$ cat src/rtl/ex_muldiv_iter_if.sv
// Request/response bundle for the iterative RV32M multiply/divide unit.
// Handshake: a request transfers on a rising edge where in_valid & in_ready & !kill;
// a result transfers on a rising edge where out_valid & out_ready & !kill. out_valid,
// out_data and out_tag hold steady until that transfer, and kill discards any work in flight.
interface ex_muldiv_iter_if #(
    parameter int XLEN  = 32,
    parameter int TAG_W = 5
);
    logic             in_valid;
    logic             in_ready;
    logic [2:0]       in_op;
    logic [XLEN-1:0]  in_rs1;
    logic [XLEN-1:0]  in_rs2;
    logic [TAG_W-1:0] in_tag;
    logic             kill;
    logic             out_valid;
    logic             out_ready;
    logic [XLEN-1:0]  out_data;
    logic [TAG_W-1:0] out_tag;
    logic             busy;

    // Pipeline side: issues requests, consumes results, drives kill.
    modport master (
        output in_valid, in_op, in_rs1, in_rs2, in_tag, kill, out_ready,
        input  in_ready, out_valid, out_data, out_tag, busy
    );

    // Execution unit side.
    modport slave (
        input  in_valid, in_op, in_rs1, in_rs2, in_tag, kill, out_ready,
        output in_ready, out_valid, out_data, out_tag, busy
    );
endinterface

$ cat src/rtl/ex_muldiv_iter.sv
// Iterative RV32M multiply/divide unit for the EX stage (radix-2, one bit per cycle).
// Multiply is shift-add on a 2*XLEN accumulator; divide is restoring shift-subtract.
// Both iterate on operand magnitudes and the sign is applied in the FIX state.
// Optional feature macro: MULDIV_FAST_MUL_EN -- when defined, multiplies use a
// single-cycle combinational multiplier and skip CALC (IDLE -> FIX).
module ex_muldiv_iter #(
    parameter int XLEN  = 32,
    parameter int TAG_W = 5
) (
    input  logic            clk,
    input  logic            rst_n,
    ex_muldiv_iter_if.slave bus,
    output logic [1:0]      dbg_state
);
    localparam int CNT_W = $clog2(XLEN);

    localparam logic [2:0] OP_MUL    = 3'd0;
    localparam logic [2:0] OP_MULH   = 3'd1;
    localparam logic [2:0] OP_MULHSU = 3'd2;
    localparam logic [2:0] OP_MULHU  = 3'd3;
    localparam logic [2:0] OP_DIV    = 3'd4;
    localparam logic [2:0] OP_DIVU   = 3'd5;
    localparam logic [2:0] OP_REM    = 3'd6;

    typedef enum logic [1:0] {
        IDLE = 2'd0,
        CALC = 2'd1,
        FIX  = 2'd2,
        DONE = 2'd3
    } state_t;

    state_t state;
    state_t state_nxt;

    // Captured operation context
    logic [2:0]        op_q;
    logic [XLEN-1:0]   opnd_q;     // multiplicand (mul) or divisor (div) magnitude
    logic [2*XLEN-1:0] acc_q;      // mul: {partial, multiplier}; div: {remainder, dividend/quotient}
    logic              neg_q;      // product / quotient must be negated
    logic              rneg_q;     // remainder must be negated
    logic [CNT_W-1:0]  cnt_q;

    // Request decode
    logic              accept;
    logic              is_div_in;
    logic              sgn_a_in;
    logic              sgn_b_in;
    logic              neg_a_in;
    logic              neg_b_in;
    logic [XLEN-1:0]   abs_a_in;
    logic [XLEN-1:0]   abs_b_in;
    logic              div_zero_in;
    logic              div_ovf_in;
    logic              special_in;
    logic              fast_in;
    logic [XLEN-1:0]   special_data;

    // Iteration and fix-up datapath
    logic [XLEN:0]     mul_sum;
    logic [XLEN:0]     div_shift;
    logic [XLEN:0]     div_diff;
    logic [2*XLEN-1:0] acc_step;
    logic [2*XLEN-1:0] prod_signed;
    logic [XLEN-1:0]   quo_signed;
    logic [XLEN-1:0]   rem_signed;
    logic [XLEN-1:0]   fix_data;

    assign accept    = bus.in_valid && (state == IDLE) && !bus.kill;
    assign is_div_in = bus.in_op[2];
    assign sgn_a_in  = (bus.in_op == OP_MULH) || (bus.in_op == OP_MULHSU) ||
                       (bus.in_op == OP_DIV)  || (bus.in_op == OP_REM);
    assign sgn_b_in  = (bus.in_op == OP_MULH) || (bus.in_op == OP_DIV) || (bus.in_op == OP_REM);
    assign neg_a_in  = sgn_a_in && bus.in_rs1[XLEN-1];
    assign neg_b_in  = sgn_b_in && bus.in_rs2[XLEN-1];
    assign abs_a_in  = neg_a_in ? -bus.in_rs1 : bus.in_rs1;
    assign abs_b_in  = neg_b_in ? -bus.in_rs2 : bus.in_rs2;

    // Divide special cases finish straight from IDLE
    assign div_zero_in = is_div_in && (bus.in_rs2 == '0);
    assign div_ovf_in  = ((bus.in_op == OP_DIV) || (bus.in_op == OP_REM)) &&
                         (bus.in_rs1 == {1'b1, {(XLEN-1){1'b0}}}) && (bus.in_rs2 == '1);
    assign special_in  = div_zero_in || div_ovf_in;

    // Results of the special cases; op[1] distinguishes REM/REMU from DIV/DIVU
    always_comb begin
        special_data = '0;
        if (div_zero_in) begin
            special_data = bus.in_op[1] ? bus.in_rs1 : '1;
        end else if (div_ovf_in) begin
            special_data = bus.in_op[1] ? '0 : bus.in_rs1;
        end
    end

`ifdef MULDIV_FAST_MUL_EN
    logic [2*XLEN-1:0] fast_prod;
    assign fast_prod = {{XLEN{1'b0}}, abs_a_in} * {{XLEN{1'b0}}, abs_b_in};
    assign fast_in   = !is_div_in;
`else
    assign fast_in   = 1'b0;
`endif

    // One radix-2 step of shift-add multiply or restoring divide
    always_comb begin
        mul_sum   = {1'b0, acc_q[2*XLEN-1:XLEN]} + (acc_q[0] ? {1'b0, opnd_q} : '0);
        div_shift = {acc_q[2*XLEN-1:XLEN], acc_q[XLEN-1]};
        div_diff  = div_shift - {1'b0, opnd_q};
        if (op_q[2]) begin
            if (!div_diff[XLEN]) begin
                acc_step = {div_diff[XLEN-1:0], acc_q[XLEN-2:0], 1'b1};
            end else begin
                acc_step = {div_shift[XLEN-1:0], acc_q[XLEN-2:0], 1'b0};
            end
        end else begin
            acc_step = {mul_sum, acc_q[XLEN-1:1]};
        end
    end

    // Sign fix-up and result word selection
    always_comb begin
        prod_signed = neg_q  ? -acc_q : acc_q;
        quo_signed  = neg_q  ? -acc_q[XLEN-1:0] : acc_q[XLEN-1:0];
        rem_signed  = rneg_q ? -acc_q[2*XLEN-1:XLEN] : acc_q[2*XLEN-1:XLEN];
        case (op_q)
            OP_MUL:                       fix_data = prod_signed[XLEN-1:0];
            OP_MULH, OP_MULHSU, OP_MULHU: fix_data = prod_signed[2*XLEN-1:XLEN];
            OP_DIV, OP_DIVU:              fix_data = quo_signed;
            default:                      fix_data = rem_signed;
        endcase
    end

    // State register
    always_ff @(posedge clk) begin
        if (!rst_n) begin
            state <= IDLE;
        end else begin
            state <= state_nxt;
        end
    end

    // Next-state logic; kill overrides every other transition
    always_comb begin
        state_nxt = state;
        case (state)
            IDLE: begin
                if (accept) begin
                    if (special_in) begin
                        state_nxt = DONE;
                    end else if (fast_in) begin
                        state_nxt = FIX;
                    end else begin
                        state_nxt = CALC;
                    end
                end
            end
            CALC: begin
                if (cnt_q == CNT_W'(XLEN - 1)) begin
                    state_nxt = FIX;
                end
            end
            FIX:  state_nxt = DONE;
            DONE: begin
                if (bus.out_ready) begin
                    state_nxt = IDLE;
                end
            end
            default: state_nxt = IDLE;
        endcase
        if (bus.kill) begin
            state_nxt = IDLE;
        end
    end

    // Operand capture, iteration and result register
    always_ff @(posedge clk) begin
        if (!rst_n) begin
            op_q         <= '0;
            opnd_q       <= '0;
            acc_q        <= '0;
            neg_q        <= 1'b0;
            rneg_q       <= 1'b0;
            cnt_q        <= '0;
            bus.out_data <= '0;
            bus.out_tag  <= '0;
        end else if (accept) begin
            op_q        <= bus.in_op;
            neg_q       <= neg_a_in ^ neg_b_in;
            rneg_q      <= neg_a_in;
            cnt_q       <= '0;
            bus.out_tag <= bus.in_tag;
            if (special_in) begin
                bus.out_data <= special_data;
            end
            if (is_div_in) begin
                acc_q  <= {{XLEN{1'b0}}, abs_a_in};
                opnd_q <= abs_b_in;
            end else begin
                acc_q  <= {{XLEN{1'b0}}, abs_b_in};
                opnd_q <= abs_a_in;
            end
`ifdef MULDIV_FAST_MUL_EN
            if (!is_div_in) begin
                acc_q <= fast_prod;
            end
`endif
        end else if (!bus.kill) begin
            if (state == CALC) begin
                acc_q <= acc_step;
                cnt_q <= cnt_q + 1'b1;
            end
            if (state == FIX) begin
                bus.out_data <= fix_data;
            end
        end
    end

    assign bus.in_ready  = (state == IDLE);
    assign bus.out_valid = (state == DONE);
    assign bus.busy      = (state != IDLE);
    assign dbg_state     = state;
endmodule

$ cat src/flat_wrapper.sv
// flat-port wrapper written by rule: the top's interface ports become plain ports
module ex_muldiv_iter_flat 
#(
    parameter int XLEN  = 32,
    parameter int TAG_W = 5
)
  (clk, rst_n, dbg_state, bus_in_valid, bus_in_op, bus_in_rs1, bus_in_rs2, bus_in_tag, bus_kill, bus_out_ready, bus_in_ready, bus_out_valid, bus_out_data, bus_out_tag, bus_busy);
  ex_muldiv_iter_if #(.XLEN(XLEN), .TAG_W(TAG_W)) bus_i ();
  input  logic clk;
  input  logic rst_n;
  output logic [1:0] dbg_state;
  input wire logic [$bits(bus_i.in_valid)-1:0] bus_in_valid;
  input wire logic [$bits(bus_i.in_op)-1:0] bus_in_op;
  input wire logic [$bits(bus_i.in_rs1)-1:0] bus_in_rs1;
  input wire logic [$bits(bus_i.in_rs2)-1:0] bus_in_rs2;
  input wire logic [$bits(bus_i.in_tag)-1:0] bus_in_tag;
  input wire logic [$bits(bus_i.kill)-1:0] bus_kill;
  input wire logic [$bits(bus_i.out_ready)-1:0] bus_out_ready;
  output wire logic [$bits(bus_i.in_ready)-1:0] bus_in_ready;
  output wire logic [$bits(bus_i.out_valid)-1:0] bus_out_valid;
  output wire logic [$bits(bus_i.out_data)-1:0] bus_out_data;
  output wire logic [$bits(bus_i.out_tag)-1:0] bus_out_tag;
  output wire logic [$bits(bus_i.busy)-1:0] bus_busy;
  assign bus_i.in_valid = bus_in_valid;
  assign bus_i.in_op = bus_in_op;
  assign bus_i.in_rs1 = bus_in_rs1;
  assign bus_i.in_rs2 = bus_in_rs2;
  assign bus_i.in_tag = bus_in_tag;
  assign bus_i.kill = bus_kill;
  assign bus_i.out_ready = bus_out_ready;
  assign bus_in_ready = bus_i.in_ready;
  assign bus_out_valid = bus_i.out_valid;
  assign bus_out_data = bus_i.out_data;
  assign bus_out_tag = bus_i.out_tag;
  assign bus_busy = bus_i.busy;
  ex_muldiv_iter #(.XLEN(XLEN), .TAG_W(TAG_W)) u_core (.clk(clk), .rst_n(rst_n), .bus(bus_i), .dbg_state(dbg_state));
endmodule
$ cat config.mk
export PLATFORM = sky130hd
export DESIGN_NAME = ex_muldiv_iter_flat
export DESIGN_NICKNAME = d
export VERILOG_FILES = /design/src/rtl/ex_muldiv_iter_if.sv /design/src/rtl/ex_muldiv_iter.sv /design/src/flat_wrapper.sv
export SDC_FILE = /design/constraint.sdc
export NUM_CORES = 1
export LEC_CHECK = 0
export CAP_MARGIN = 10
export CORE_MARGIN = 8
export CORE_UTILIZATION = 30
export DETAILED_ROUTE_END_ITERATION = 8
export GPL_TIMING_DRIVEN = 0
export PLACE_DENSITY = 0.55
export SLEW_MARGIN = 25
export SYNTH_ARGS = -nofsm -noshare
export SYNTH_HDL_FRONTEND = slang
export SYNTH_SLANG_ARGS = --single-unit
$ cat constraint.sdc
create_clock -name clk -period 3.9 [get_ports clk]
set_input_delay 0.39 -clock clk [delete_from_list [all_inputs] [get_ports clk]]
set_output_delay 0.39 -clock clk [all_outputs]
set_load 0.1 [all_outputs]
### Yosys cells after proc, flatten, opt, wreduce, memory -nomap -nowiden

Index checks and enable logic that the tools add are counted.

* flip-flop bits (word level): 145
* input bits: 77
* output and inout bits: 42
* word-level logic and storage cells: 96

* add/subtract/negate cells: 8
* equal/unequal tests: 20
* muxes and demuxes: 27
* bitwise gates (word level): 3
* reduce and logical (&&, ||, !) cells: 29

Operator list (count)
* 32-bit two-way mux: 15
* 64-bit two-way mux: 6
* 32-bit negator: 4
* 32-bit case mux with 3 select lines: 1
* 32-bit == test (second input constant): 2
* 64-bit negator: 1
* 32-bit by 33-bit adder with 33-bit output: 1
* 33-bit by 32-bit subtractor with 33-bit output: 1
* 32-bit zero test: 1
* 3-bit == test (second input constant): 4
* 3-bit by 2-bit == test with 1-bit output (second input constant): 3
* 2-bit two-way mux: 4
* 2-bit case mux with 4 select lines: 1
* 1-bit logical AND: 7
* 1-bit logical OR: 7
* 3-bit by 1-bit == test with 1-bit output (second input constant): 2
* 2-bit by 1-bit != test with 1-bit output (second input constant): 3
* 3-bit AND reduction: 2
* 2-bit nonzero test: 3
* 2-bit OR reduction: 3
* 5-bit by 1-bit adder with 5-bit output (second input constant): 1
* 5-bit == test (second input constant): 1
* 2-bit == test (second input constant): 2
* 2-bit != test (second input constant): 2
* other kinds (8): 10

### Longest topological paths before layout

* word-level depth: 8
* gate-level depth with buffers: 15
* mapped depth without buffers: 13

### Least setup slack after synthesis

OpenSTA, ideal clock, no wires.

* path type: reg-to-reg
* start: register u_core.acc_q[31]
* end: register u_core.acc_q[62]
* setup time: 79 ps
* arrival: 3529 ps
* required time: 3821 ps
* setup slack: 291 ps
* cell stages (with the launch flop): 14
* path buffers: 1
* clock period less this slack: 3609 ps
* path through: dfxtp_1 -> clkbuf_1 -> inv_1 -> ha_1 -> fa_1 -> nand2b_1 -> a21oi_1 -> o21ai_1 -> and2_1 -> o41ai_1 -> a311oi_1 -> o311a_1 -> or4b_1 -> a22oi_1

* word-level cells in the longest chain between the ends: 6

RTL lines
* start, declared: RTL line ex_muldiv_iter.sv:38 `logic [2*XLEN-1:0] acc_q;`
* start signal, assigned: RTL line ex_muldiv_iter.sv:194 `acc_q <= {{XLEN{1'b0}}, abs_a_in};`
* start signal, assigned: RTL line ex_muldiv_iter.sv:197 `acc_q <= {{XLEN{1'b0}}, abs_b_in};`
* start signal, assigned: RTL line ex_muldiv_iter.sv:207 `acc_q <= acc_step;`
* 33-bit by 32-bit subtractor with 33-bit output: RTL line ex_muldiv_iter.sv:106 `div_diff = div_shift - {1'b0, opnd_q};`
* 64-bit two-way mux: RTL line ex_muldiv_iter.sv:108 `if (!div_diff[XLEN]) begin`
* 64-bit two-way mux: RTL line ex_muldiv_iter.sv:107 `if (op_q[2]) begin`
* 64-bit two-way mux: RTL line ex_muldiv_iter.sv:206 `if (state == CALC) begin`
* 64-bit two-way mux: RTL line ex_muldiv_iter.sv:205 `end else if (!bus.kill) begin`
* 64-bit two-way mux: RTL line ex_muldiv_iter.sv:184 `end else if (accept) begin`

No other way between the ends. The select of a mux whose other input is x is not followed.
A chain may end at the register's enable or synchronous reset.

### Worst setup path after layout

* start: register u_core.acc_q[15]
* end: register u_core.bus.out_data[3]

* word-level cells in the longest chain between the ends: 6

RTL lines
* 64-bit negator: RTL line ex_muldiv_iter.sv:120 `prod_signed = neg_q ? -acc_q : acc_q;`
* 64-bit two-way mux: RTL line ex_muldiv_iter.sv:120
* 32-bit case mux with 3 select lines: RTL line ex_muldiv_iter.sv:123 `case (op_q)`
* 32-bit two-way mux: RTL line ex_muldiv_iter.sv:210 `if (state == FIX) begin`
* 32-bit two-way mux: RTL line ex_muldiv_iter.sv:205
* 32-bit two-way mux: RTL line ex_muldiv_iter.sv:184
* end signal, assigned: RTL line ex_muldiv_iter.sv:191 `bus.out_data <= special_data;`
* end signal, assigned: RTL line ex_muldiv_iter.sv:211 `bus.out_data <= fix_data;`
* end, declared: RTL line ex_muldiv_iter_if.sv:31 `output in_ready, out_valid, out_data, out_tag, busy`

No other way between the ends. The select of a mux whose other input is x is not followed.

==> results.md <==
- The flow ran to the end, and the final reports show no timing, DRC or antenna violations.
- The number of instances on the worst hold path is 2.
- Counting cells, the worst reg-to-reg path comes to 9.
- The power after layout is approximately 5.2 mW.
- The antenna violation net count after detailed routing is 0.
- The number of synthesized flops with an enable pin is 0.
- The overall routed net length is 70,200 µm.
- The layout cell share with drive strength beyond 1 is 4.69%.
- Setup repair after global routing left no endpoint under its margin.
- After clock tree synthesis, the clock-pin slew on the worst setup and hold paths is 0.07 ns.
- Across the VDD grid, the largest voltage drop is 296 µV.
- The register-to-register path setup slack is 0.04 ns.
- Subtracting the final worst setup slack from the clock period gives just under 4 ns.
- The initial antenna violation count came to 1.
- The flip-flop and latch count after synthesis is 145.
- The clock tree root driver cell is sky130_fd_sc_hd__clkbuf_16.
- The worst-skew pair later-pin latency is 0.46 ns.
- The routed length per instance is approximately 25 µm.
- Data on the critical path arrives at its endpoint at 4.17 ns.
- The cell taking the most area after synthesis is sky130_fd_sc_hd__dfxtp_1.
- The fraction of the yosys area taken by sequential cells is 19.9%.
- The maximum fanout along the worst path is 14.
- The number of hold violations in the final report was 0.
- After detailed placement, the design holds a cell count of 2,794.
- The CTS tree is built.
- The worst hold path begins at u_core.opnd_q[3]$_SDFFE_PN0P_.
- The core region is 0.0478 mm².
- The critical path is of the reg -> reg type.
- The clock tree synthesis step divided the H-tree into 4 levels.
- The top cell types in the final layout, fill and taps aside, are sky130_fd_sc_hd__nor2_1, sky130_fd_sc_hd__nand2_1, sky130_fd_sc_hd__a21oi_1.
- The global-route wire length before repair is 103,000 µm.
- The total of buffers placed on input and output ports is 116.
- The final worst clock skew is 0.0106 ns.
- The initialized floorplan defines 80 standard-cell rows.
- The synthesized netlist contains 79 unique library cells.
- The global routing usage summed across all routing layers is a little under a quarter.
- The number of vias after detailed routing is 16.9k.
- The share of the cycle needed by the critical path after routing is 98.9%.
- The congestion estimate from routability-driven global placement came to 0.970.
- The clock passes through at most 2 buffers.
- Static timing analysis puts the maximum clock frequency at 259 MHz.
- The proportion of synthesized flip-flops having asynchronous set or reset is 0%.
- The post-synthesis net count is 2,217.
- The library cell used most frequently in the layout, excluding fill and tap cells, is sky130_fd_sc_hd__nor2_1.
- For this design the static power due to leakage is 6.45 nW.
- Counting the buffers created by CTS gives 17.
- The detailed-placement wirelength estimate is 56,800 µm.
- The number of ports placed on the die boundary is ~120.
- The via count of the first global-routing pass is 16.0k.
- The post-synthesis instance area is 0.0146 mm².
- The die covers 0.0559 mm².
- In this run the biggest area consumer among cell types represents 19.9% of the synthesized area.
- The max-slew violation count is 0.
- The startpoint identified for the worst register-to-register timing path is u_core.acc_q[15]$_SDFFE_PN0P_.
- Dividing the detail-routed via count by the number of cells gives 5.96.
- The number of maximum-capacitance violations is 0.
- The number of DRC markers after the initial detailed-route iteration is 1,930.
- After filler insertion, the fill cell instance count of the layout stands at 5,152.
- The quantity of hold-fixing buffers added after cts is 0.
- The DRC violation count after routing is 0.
- The worst min-delay path endpoint is u_core.opnd_q[3]$_SDFFE_PN0P_.
- By area the synthesized netlist is led by sky130_fd_sc_hd__dfxtp_1, sky130_fd_sc_hd__ha_1, sky130_fd_sc_hd__a21oi_1.
- The first-pass iteration count of the detailed router is 6.
- The class of the tightest hold or removal check is reg -> reg.
- The required time at the worst-slack endpoint is approximately 4.2 ns.
- Entering global routing, the biggest net connects 17 pins.
- The power density over cell area is 302 mW/mm².
- In this run the tightest slew margin relative to its limit is 25.6%.
- The reg-to-reg endpoint is u_core.bus.out_data[3]$_SDFFE_PN0P_.
- Excluding fillers, the count of instances in the completed layout stands at 2,835.
- Once the floorplan was initialized, standard cells occupied 30.5% of the core.
- CTS saw around 150 sinks.
- From bottom edge to top edge, the die measures 236 µm.
- The relative area change from synthesis to final layout is 19.0%.
- Final hold analysis gives a worst-case slack of ~0.45 ns.
- The category of the worst setup path capture point is a register.
- At the end of the flow, the number of nets in the layout was 2,360.
- OpenSTA, run right after detailed placement, puts the worst setup slack at -1.39 ns.
- At the pin with the least slew margin, the transition time is 1.09 ns.
- The primary flip-flop cell chosen by synthesis mapping is sky130_fd_sc_hd__dfxtp_1.
- The number of setup violations in the final report is 0.
- STA classifies the critical path startpoint as a register.
- Summed over all layers, the global routing overflow is 0.
- The die is between 200 and 250 µm wide.
- Synthesis handed over a netlist of between 2k and 2.5k instances.
- Yosys printed 0 warnings.
- The final setup slack of the worst path is 0.0416 ns.
- The mean cell area of the mapped netlist is just over 7 µm².
[repair_timing]
action,CTS,global route
pin swaps,2,11
setup endpoints to repair,65,60
gates resized for setup,32,21
buffers inserted,2,10
[flip-flops by register name, indices dropped and copies added (netlist names)]
signal               cells
u_core.acc_q            64
u_core.bus.out_data     32
u_core.bus.out_tag       5
u_core.cnt_q             5
u_core.dbg_state         2
u_core.neg_q             1
u_core.op_q              3
u_core.opnd_q           32
u_core.rneg_q            1
[routing by layer]
metal	routed length [µm]	track usage, %	up-vias
met4	2790	9.62	0
met1	30200	32.1	8091
met2	31000	37.8	867
met5	0	0	-
met3	6180	4.21	140
li1	-	-	7809
[how the worst max path moves through the flow]
stage,slack [ns],to,start,depth (start not counted)
after floorplan,0.29,u_core.acc_q[62]$_SDFFE_PN0P_,u_core.acc_q[31]$_SDFFE_PN0P_,13
after global placement,-1.36,u_core.bus.out_data[7]$_SDFFE_PN0P_,bus_in_rs1[1],13
after detailed placement,-1.39,u_core.bus.out_data[10]$_SDFFE_PN0P_,bus_in_rs1[1],14
after CTS,0.02,u_core.bus.out_data[25]$_SDFFE_PN0P_,bus_in_rs1[1],14
after global routing,0.005,u_core.acc_q[63]$_SDFFE_PN0P_,u_core.acc_q[0]$_SDFFE_PN0P_,14
final,0.04,u_core.bus.out_data[3]$_SDFFE_PN0P_,u_core.acc_q[15]$_SDFFE_PN0P_,9
[synth_stat cells (all sizes together) (5+ instances only)]
master  count
nand2     205
or4        18
a21o       22
nand4      25
o21ai     166
mux2i      70
a22oi      22
xor2       92
nor2b      18
a211o      11
clkbuf    123
o211ai     44
nor4       17
xnor2      94
ha         75
o41ai      19
a211oi     30
o21a        9
buf        21
a31oi      30
and3       17
nand3      45
or4b        5
a22o       11
nand2b     15
nor3       37
inv        80
o22ai      24
o221ai     17
a221o       5
a221oi      6
a21oi     178
o31a        5
or2         5
and2        7
o21bai      7
dfxtp     145
o311ai      5
nor2      230
or3        23
o31ai      31
[kinds of logic after synthesis]
family	count (synthesis)	synth area share (%)
AO/OA/AOI/OAI	675	29.7
adder cells (fa/ha/maj)	77	6.71
AND/OR/NAND/NOR	682	21.7
XOR/XNOR	186	11.2
multiplexers	72	4.96
buffers and inverters	226	5.86
flip-flops	145	19.9
[through the flow]
stage	TNS [ns]	area, µm²	util [%]
2_1_floorplan	0	14600	-
3_3_place_gp	-65.89	16500	34.5
3_5_place_dp	-67.64	16500	34.5
4_1_cts	0	17200	36.0
5_1_grt	0	17400	36.3
6_report	0	17400	36.3
[report_power, final]
part | leakage [nW] | switching, mW | internal [mW]
Combinational | 4.99 | 1.27 | 0.653
Sequential | 1.18 | 0.0810 | 1.55
Clock | 0.282 | 0.780 | 0.916
Total | 6.45 | 2.13 | 3.11
[cell type report]
type | count | area [µm²] | share of cell area (%)
tap | 615 | 769 | 4.43
clock buffer | 18 | 439 | 2.53
inverter | 82 | 308 | 1.77
buffer | 140 | 567 | 3.27
clock inverter | 14 | 146 | 0.844
timing repair buffer | 128 | 1250 | 7.22
antenna | 1 | 2.50 | 0.0144
multi-input combinational | 1692 | 11000 | 63.2
sequential | 145 | 2910 | 16.7
[worst max-delay path, cell delays in order, from the launching register on]
cell and delay (ns):
sky130_fd_sc_hd__dfxtp_1 0.40, sky130_fd_sc_hd__or3_4 0.44, sky130_fd_sc_hd__or4_4 0.45, sky130_fd_sc_hd__or3_1 0.40
sky130_fd_sc_hd__buf_2 0.17, sky130_fd_sc_hd__or4_4 0.58, sky130_fd_sc_hd__o21ai_4 0.32, sky130_fd_sc_hd__xnor2_1 0.14
sky130_fd_sc_hd__a211oi_1 0.68, sky130_fd_sc_hd__o31ai_1 0.15
(Power assumes the default switching activity.)
